$ cat src/rtl/fmcw_pkg.sv
// Shared definitions for the FMCW capture path: default FFT size and the
// writer/reader state encodings used by fft_frame_ctrl.
package fmcw_pkg;

  localparam int unsigned FFT_N = 1024;

  localparam logic [1:0] W_IDLE = 2'd0;
  localparam logic [1:0] W_ARM  = 2'd1;
  localparam logic [1:0] W_FILL = 2'd2;

  localparam logic [1:0] R_IDLE  = 2'd0;
  localparam logic [1:0] R_RUN   = 2'd1;
  localparam logic [1:0] R_FLUSH = 2'd2;

endpackage

$ cat src/rtl/sat_counter.sv
// Saturating up-counter: sticks at all-ones instead of wrapping.
module sat_counter #(
  parameter int unsigned WIDTH = 16
) (
  input  logic             clk_i,
  input  logic             rst_n,
  input  logic             inc_i,
  output logic [WIDTH-1:0] count_o
);

  always_ff @(posedge clk_i) begin
    if (!rst_n) begin
      count_o <= '0;
    end else if (inc_i && (count_o != '1)) begin
      count_o <= count_o + WIDTH'(1);
    end
  end

endmodule

$ cat src/rtl/fft_frame_ctrl.sv
// Ping-pong frame sequencer: writer fills one RAM bank from the FIR while the
// reader streams the other bank into the FFT and waits for its output to drain.
module fft_frame_ctrl
  import fmcw_pkg::*;
#(
  parameter int unsigned N         = FFT_N,
  parameter int unsigned ADDR_W    = $clog2(N),
  parameter int unsigned FRAME_W   = 16,
  parameter int unsigned FLUSH_LEN = N + 8
) (
  input  logic              clk_i,
  input  logic              rst_n,
  input  logic              enable_i,
  input  logic              sample_en_i,
  input  logic              fir_dvalid_i,
  input  logic              ramp_start_i,
  input  logic              rd_step_en_i,
  output logic              wr_en_o,
  output logic [ADDR_W:0]   wr_addr_o,
  output logic              rd_en_o,
  output logic [ADDR_W:0]   rd_addr_o,
  output logic              fft_rst_n_o,
  output logic              frame_done_o,
  output logic [FRAME_W-1:0] frame_ctr_o,
  output logic [FRAME_W-1:0] drop_ctr_o,
  output logic              overrun_o
);

  localparam int unsigned         FC_W       = $clog2(FLUSH_LEN + 1);
  localparam logic [ADDR_W-1:0]   IDX_LAST   = ADDR_W'(N - 1);
  localparam logic [FC_W-1:0]     FLUSH_LAST = FC_W'(FLUSH_LEN - 1);

  logic [1:0]        w_state;
  logic [1:0]        r_state;
  logic              wbank;
  logic              rbank;
  logic [ADDR_W-1:0] widx;
  logic [ADDR_W-1:0] ridx;
  logic [FC_W-1:0]   flush_cnt;

  logic wr_fire;
  logic fill_done;
  logic reader_done;
  logic reader_free;
  logic handoff;
  logic drop;

  assign wr_fire     = (w_state == W_FILL) && sample_en_i && fir_dvalid_i;
  assign fill_done   = wr_fire && (widx == IDX_LAST);
  assign reader_done = (r_state == R_FLUSH) && (flush_cnt == FLUSH_LAST);
  // A reader finishing its flush this very cycle is free to take the new bank.
  assign reader_free = (r_state == R_IDLE) || reader_done;
  assign handoff     = fill_done && reader_free;
  assign drop        = fill_done && !reader_free;

  always_ff @(posedge clk_i) begin
    if (!rst_n) begin
      w_state   <= W_IDLE;
      wbank     <= 1'b0;
      widx      <= '0;
      wr_en_o   <= 1'b0;
      wr_addr_o <= '0;
      overrun_o <= 1'b0;
    end else begin
      wr_en_o <= wr_fire;
      if (wr_fire) begin
        wr_addr_o <= {wbank, widx};
        widx      <= widx + ADDR_W'(1);
      end
      if (drop) begin
        overrun_o <= 1'b1;
      end
      case (w_state)
        W_IDLE: begin
          if (enable_i) w_state <= W_ARM;
        end
        W_ARM: begin
          if (!enable_i) begin
            w_state <= W_IDLE;
          end else if (ramp_start_i) begin
            w_state <= W_FILL;
            widx    <= '0;
          end
        end
        W_FILL: begin
          if (fill_done) begin
            w_state <= enable_i ? W_ARM : W_IDLE;
            if (handoff) wbank <= ~wbank;
          end
        end
        default: w_state <= W_IDLE;
      endcase
    end
  end

  always_ff @(posedge clk_i) begin
    if (!rst_n) begin
      r_state      <= R_IDLE;
      rbank        <= 1'b0;
      ridx         <= '0;
      flush_cnt    <= '0;
      rd_en_o      <= 1'b0;
      rd_addr_o    <= '0;
      fft_rst_n_o  <= 1'b0;
      frame_done_o <= 1'b0;
      frame_ctr_o  <= '0;
    end else begin
      rd_en_o      <= 1'b0;
      frame_done_o <= 1'b0;
      // Follows the state one cycle late, so a back-to-back handoff still
      // gives the FFT a single low reset cycle between frames.
      fft_rst_n_o  <= (r_state != R_IDLE) && !reader_done;
      case (r_state)
        R_RUN: begin
          if (rd_step_en_i) begin
            rd_en_o   <= 1'b1;
            rd_addr_o <= {rbank, ridx};
            ridx      <= ridx + ADDR_W'(1);
            if (ridx == IDX_LAST) begin
              r_state   <= R_FLUSH;
              flush_cnt <= '0;
            end
          end
        end
        R_FLUSH: begin
          if (reader_done) begin
            frame_done_o <= 1'b1;
            frame_ctr_o  <= frame_ctr_o + FRAME_W'(1);
            r_state      <= R_IDLE;
          end else begin
            flush_cnt <= flush_cnt + FC_W'(1);
          end
        end
        default: ;
      endcase
      if (handoff) begin
        r_state <= R_RUN;
        rbank   <= wbank;
        ridx    <= '0;
      end
    end
  end

  sat_counter #(
    .WIDTH(FRAME_W)
  ) u_drop_ctr (
    .clk_i  (clk_i),
    .rst_n  (rst_n),
    .inc_i  (drop),
    .count_o(drop_ctr_o)
  );

endmodule

$ cat config.mk
export PLATFORM = sky130hd
export DESIGN_NAME = fft_frame_ctrl
export DESIGN_NICKNAME = d
export VERILOG_FILES = /design/src/rtl/fmcw_pkg.sv /design/src/rtl/sat_counter.sv /design/src/rtl/fft_frame_ctrl.sv
export SDC_FILE = /design/constraint.sdc
export NUM_CORES = 1
export LEC_CHECK = 0
export CAP_MARGIN = 25
export CORE_MARGIN = 2
export CORE_UTILIZATION = 30
export CTS_CLUSTER_SIZE = 20
export DETAILED_ROUTE_END_ITERATION = 8
export PLACE_DENSITY = 0.45
export SLEW_MARGIN = 10
export SYNTH_ARGS = -nofsm -noshare
export SYNTH_HDL_FRONTEND = slang
export SYNTH_HIERARCHICAL = 1
export SYNTH_SLANG_ARGS = --single-unit
$ cat constraint.sdc
create_clock -name clk_i -period 3.2 [get_ports clk_i]
set_input_delay 0.8 -clock clk_i [delete_from_list [all_inputs] [get_ports clk_i]]
set_output_delay 0.8 -clock clk_i [all_outputs]
set_load 0.02 [all_outputs]
# [Word-level counts from Yosys, hierarchy flattened]
# Index checks and enable logic that the tools add are counted.
[word_totals] inputBits=7 output_inout_bits=59 ff_bits=96 word_cells=89
[op_classes] addsub=5 n_reduce_logical=26 mux=21 n_bitwise=2 eq_ne=18
[ops] cell="$mux W10" n=4
[ops] cell="$mux W11" n=3
[ops] cell="$add A16 B1 Y16 const B" n=2
[ops] cell="$pmux W11 S2" n=1
[ops] cell="$add A10 B1 Y10 const B" n=2
[ops] cell="$eq A10 B10 Y1 const B" n=2
[ops] cell="$ne A16 B16 Y1 const B" n=1
[ops] cell="$mux W2" n=7
[ops] cell="$ne A2 B2 Y1 const B" n=6
[ops] cell="$ne A3 B3 Y1 const B" n=4
[ops] cell="$reduce_and A4 Y1" n=3
[ops] cell="$add A11 B1 Y11 const B" n=1
[ops] cell="$eq A11 B11 Y1 const B" n=1
[ops] cell="$logic_and A1 B1 Y1" n=8
[ops] cell="$reduce_and A2 Y1" n=4
[ops] cell="$pmux W2 S3" n=1
[ops] cell="$reduce_and A3 Y1" n=2
[ops] cell="$eq A2 B1 Y1 const B" n=2
[ops] cell="$eq A2 B2 Y1 const B" n=2
[ops] cell="$logic_not A2 Y1" n=2
[ops] cell="$mux W1" n=4
[ops] cell="$pmux W2 S2" n=1
[ops] cell="$reduce_bool A2 Y1" n=2
[ops] cell="$reduce_bool A3 Y1" n=1
[ops] cell="4 further kinds" n=6

# [Longest topological paths before layout]
# Gate-level depths: netlist of the first run.
[logic_depth] ltp_word=7 mapped_depth=10 depth_no_buf=9

# [Hierarchy]
# The synthesis of the first run kept the hierarchy.
[modules_own_cells] module="fft_frame_ctrl" area_per_inst_um2=3548.4 cells_each=384 n_inst=1 seq_area_each_um2=1601.5
[modules_own_cells] module="sat_counter" area_per_inst_um2=837.1 cells_each=97 n_inst=1 seq_area_each_um2=320.3

# [Worst setup path after synthesis of the first run]
# Ideal clock, no wire load.
[synth_path] path_kind="flip-flop to flip-flop" startpoint="reg flush_cnt[0]" endpoint="reg u_drop_ctr.count_o[9]" period_less_slack_ns=2.876 arrival_ns=2.805 stages_incl_launch_ff=10 setup_ns=0.071 n_path_buf=1 t_required_ns=3.129 setup_slack_ns=0.324 cell_sequence="dfxtp_1 -> ha_1 -> and2_1 -> clkbuf_1 -> a31oi_1 -> nor2_1 -> nor4_1 -> nand2_1 -> or4_1 -> a21oi_1"
[synth_via] elab_chain_len=6
[synth_lines] element="start, declared" line="fft_frame_ctrl.sv:39" rtl="logic [FC_W-1:0] flush_cnt;"
[synth_lines] element="start signal, assigned" line="fft_frame_ctrl.sv:131" rtl="flush_cnt <= flush_cnt + FC_W'(1);"
[synth_lines] element="$eq A11 B11 Y1" line="fft_frame_ctrl.sv:50" rtl="assign reader_done = (r_state == R_FLUSH) && (flush_cnt == FLUSH_LAST);"
[synth_lines] element="$logic_and A1 B1 Y1" line="fft_frame_ctrl.sv:50"
[synth_lines] element="$logic_or A1 B1 Y1" line="fft_frame_ctrl.sv:52" rtl="assign reader_free = (r_state == R_IDLE) || reader_done;"
[synth_lines] element="$logic_not A1 Y1" line="fft_frame_ctrl.sv:54" rtl="assign drop = fill_done && !reader_free;"
[synth_lines] element="$logic_and A1 B1 Y1" line="fft_frame_ctrl.sv:54"
[synth_lines] element="net drop" line="fft_frame_ctrl.sv:46" rtl="logic drop;"
[synth_lines] element="$logic_and A1 B1 Y1" line="sat_counter.sv:14" rtl="end else if (inc_i && (count_o != '1)) begin"
[synth_lines] element="end signal, assigned" line="sat_counter.sv:15" rtl="count_o <= count_o + WIDTH'(1);"
[synth_lines] element="end, declared" line="sat_counter.sv:8" rtl="output logic [WIDTH-1:0] count_o"
# The timed path passes the listed nets, and every way through them passes these cells.
# A chain may end at the register's enable or synchronous reset.

# [Final worst setup path of the first run]
[layout_path] startpoint="reg flush_cnt[0]" endpoint="reg u_drop_ctr.count_o[7]"
# Same word-level chain as after synthesis.

==> metrics.sh, run 1 <==
STATUS='finished clean'
FLOORPLAN.INITIALDENSITY_PCT=30.4
WORST_SKEW_LATE_LATENCY_NS=0.35
CRITPATHREQUIREDTIME_NS=3.47
DETAIL_ROUTE.FIRST_PASS.ITERATIONS=4
NETLIST_INSTANCES=481
GRT.OVERFLOW.TOTAL=0
FIN_TOTAL_PWR_W=0.00235
MIN_PERIOD_NS=2.78
NUM_VIAS=3589
FP.DIEW_UM=125
COMB_POWER_SHARE_PCT=1.7
DPL_CELL_AREA_UM2=5220
ROWS=44
SWITCHING_POWER_W=0.000478
WORST_SLEW_PIN_SLEW_NS=0.893
DRT_ITER0_MARKERS=148
LAYOUT_COMMON_CELLS='dfxtp_1, nand2_1, clkdlybuf4s50_1'
HPWL_UM=7120
YOSYSSEQAREASHARE_PCT=43.8
MIN_PATH_CELLS=2
FINAL_CORE_UTIL_PCT=38.3
POST_ROUTE_CELLS_DRIVE_ABOVE_1_SHARE_PCT=8.89
SYNTH.CELL_AREA_UM2=4390
CLOCK_TREE_FROM_TRITONCTS='built'
INTERNAL_POWER_W=0.00187
GRT.TOTAL_USAGE_PCT=13.6
POWER_LEAKAGE_nW=1.94
PATH_MAX_FANOUT=10
POSTCTSSETUPREPAIRBUFS=0
ANT_NETS=0
PIN_COUNT_OF_THE_BIGGEST_NET_ENTERING_GLOBAL_ROUTING=29
POST-ROUTE-DRC-COUNT=0
P_CLK_SHARE_PCT=47.4
POST_CTS_RESIZED=0
YS_FF_LATCH=96
TIMING_MAX_TRANSITION_VIOLATIONS_FINAL=0
DETAIL_ROUTE.WIRELENGTH_UM=10300
WORST-R2R-CELL-COUNT=9
DIODES=0
IO_PINS=66
FIN_AREA_UM2=5530
SYNTHFLOPTYPE='dfxtp_1'
CRIT_TYPE='reg -> reg'
CLK_PIN_SLEW_NS=0.06
GRT_PASS1_WL_UM=17200
TIMING.FINAL.SETUP_VIOLATIONS=0
CAP_VIOL_MAX_COUNT=0
RELSLEWSLACK_PCT=39.9
CTS-ROOT-BUF='clkbuf_16'
ASYNC_RESET_FF_SHARE_PCT=0
SHARE_SEQ_OF_TOTAL_POWER_PCT=50.9
CTSLONGESTPATHBUFFERS=2
FINALSETUPTNS_NS=0
CTSHOLDBUFFERS=0
CHIPHEIGHT_UM=125
YOSYSWARNINGCOUNT=6
IO_BUFFERS=65
AVGVIACOUNTPERCELL=4.88
SYN-NUM-NETS=493
CTS_MADE_BUFFERS=9
DESIGN.DIE.AREA_UM2=15600
CELLPOWERDENSITY_nW_PER_UM2=425
POST_SYNTH_NUM_CELL_TYPES=61
SYNTH_AREA_LEADERS='dfxtp_1, nand2_1, xor2_1'
CRITICAL-PATH-MAX-STAGE-DELAY_NS=0.54
AREAGROWTHSYNTHTOFINISH_PCT=26.1
CTS.HTREE.LEVELS=3
NNETSFINAL=559
POST_DRT_WL_PER_CELL_UM=14.0
CELLS_TRAVERSED_ALONG_THE_WORST_TIMING_PATH='ha_1, and2_1, a31oi_1, nor2_1, nor4_1, buf_4, nand2_1, or4_1, a21oi_1'
CRITPATHSLOWESTCELL='or4_1'
TIMING.FINAL.HOLD_VIOLATIONS=0
FINCLKSKEW_NS=0.00563
SYNTH_EDF_COUNT=0
ANTENNA_FOUND_INITIAL=0
MAX_FREQ_MHz=359
CP-START-KIND='flip-flop'
GRT_PASS1_VIAS=3486
MIN_PATH_TYPE='reg -> reg'
SYNTH.AVG_CELL_AREA_UM2=9.12
FLOORPLAN.CORE_AREA_UM2=14400
NETLIST.TOP_CELL.BY_AREA='dfxtp_1'
IR_WORST_VDD_mV=0.234
SYNTH_TOP_AREA_SHARE_PCT=43.8
HOLDWS_NS=0.464
CTS.SINK_COUNT=96
TCRIT_TCLK_FINAL_PCT=86.9
CRITICAL_PATH_ARRIVAL_NS=3.06
RSZ_0062_RAISED_AFTER_GLOBAL_ROUTING='false'
GP_ROUTABILITY_CONGESTION=0.765
LAYOUT_COMMONEST_CELL='dfxtp_1'
CRITPATHCAPTURETYPE='flip-flop'
POWER.SHARE.SWITCHING_PCT=20.3
==> worst max-delay path, delay by kind of cell, from the launching register on <==
kind                       cells  cell delay, ns
AOI/OAI and AO/OA              2            0.53
adders and majority gates      1            0.26
buffers and inverters          1            0.21
DFF                            1            0.33
and+or+nand+nor                5            1.37
==> flip-flops by register name, indices dropped and copies added (netlist names) <==
signal / flops
overrun_o: 1
wr_addr_o: 11
wbank: 1
w_state: 2
frame_ctr_o: 16
u_drop_ctr/count_o: 16
wr_en_o: 1
rbank: 1
rd_addr_o: 11
fft_rst_n_o: 1
widx: 10
frame_done_o: 1
rd_en_o: 1
flush_cnt: 11
r_state: 2
ridx: 10
==> final cells by class <==
cell class / instances / area (µm²)
Clock buffer: 12 / 267
Clock inverter: 3 / 40.0
Fill cell: 1508 / 8890
Inverter: 11 / 41.3
Multi-Input combinational cell: 356 / 2320
Sequential cell: 96 / 1920
Tap cell: 184 / 230
Timing Repair Buffer: 73 / 706
==> power groups by stage <==
stage,logic (W),clock network (W),registers (W)
after global routing,0.0000457,0.00121,0.00120
final,0.0000409,0.00111,0.00120
after floorplan,0.0000239,0,0.00122
after CTS,0.0000421,0.00117,0.00120
after detailed placement,0.0000419,0,0.00122
after global placement,0.0000419,0,0.00122
==> synthesized netlist by cell type (all sizes together) (3+ instances only) <==
| cell | number |
|---|---|
| a21boi | 24 |
| a21oi | 18 |
| a31o | 3 |
| and2 | 21 |
| and3 | 8 |
| and4 | 6 |
| buf | 5 |
| clkbuf | 13 |
| dfxtp | 96 |
| ha | 5 |
| inv | 11 |
| mux2i | 4 |
| nand2 | 75 |
| nand2b | 4 |
| nand3 | 24 |
| nand4 | 17 |
| nand4b | 4 |
| nor2 | 31 |
| nor2b | 5 |
| nor3 | 7 |
| nor4 | 13 |
| o21ai | 11 |
| o31ai | 5 |
| or3 | 6 |
| or4 | 7 |
| xnor2 | 17 |
| xor2 | 22 |
==> stage by stage <==
step	setup slack, ns	cells
detailed placement	0.244	720
global route	0.277	735
CTS	0.455	735
finish	0.418	735
global placement	0.291	720
floorplan	0.324	481
==> metal layers <==
metal	GRT usage [%]	vias to the layer above	share of wire, %
li1	-	1820	-
met1	18.1	1668	50
met2	20.5	79	44
met3	3.57	22	4.2
met4	6.27	0	2.4
met5	0	-	0
==> worst paths after layout <==
kind,from,end,slack [ns]
setup / recovery,flush_cnt[0],u_drop_ctr/count_o[7],0.42
hold / removal,wr_addr_o[1],wr_addr_o[1],0.46
setup reg to reg,flush_cnt[0],u_drop_ctr/count_o[7],0.42
hold reg to reg,wr_addr_o[1],wr_addr_o[1],0.46
==> kinds of logic after synthesis <==
logic type | after synthesis | share of synthesized area, %
multiplexers | 4 | 0.913
flip-flops | 96 | 43.8
XOR/XNOR | 39 | 7.79
AO/OA/AOI/OAI | 71 | 11.2
buffers and inverters | 29 | 3.20
AND/OR/NAND/NOR | 237 | 31.7
adder cells (fa/ha/maj) | 5 | 1.43
Note: power is estimated with default switching activity, not from simulation.
==> run 2: changes to the inputs <==
CAP_MARGIN = default   (was 25)
==> results of run 2 <==
The final DEF is identical to that of run 1; final timing and power are the same.
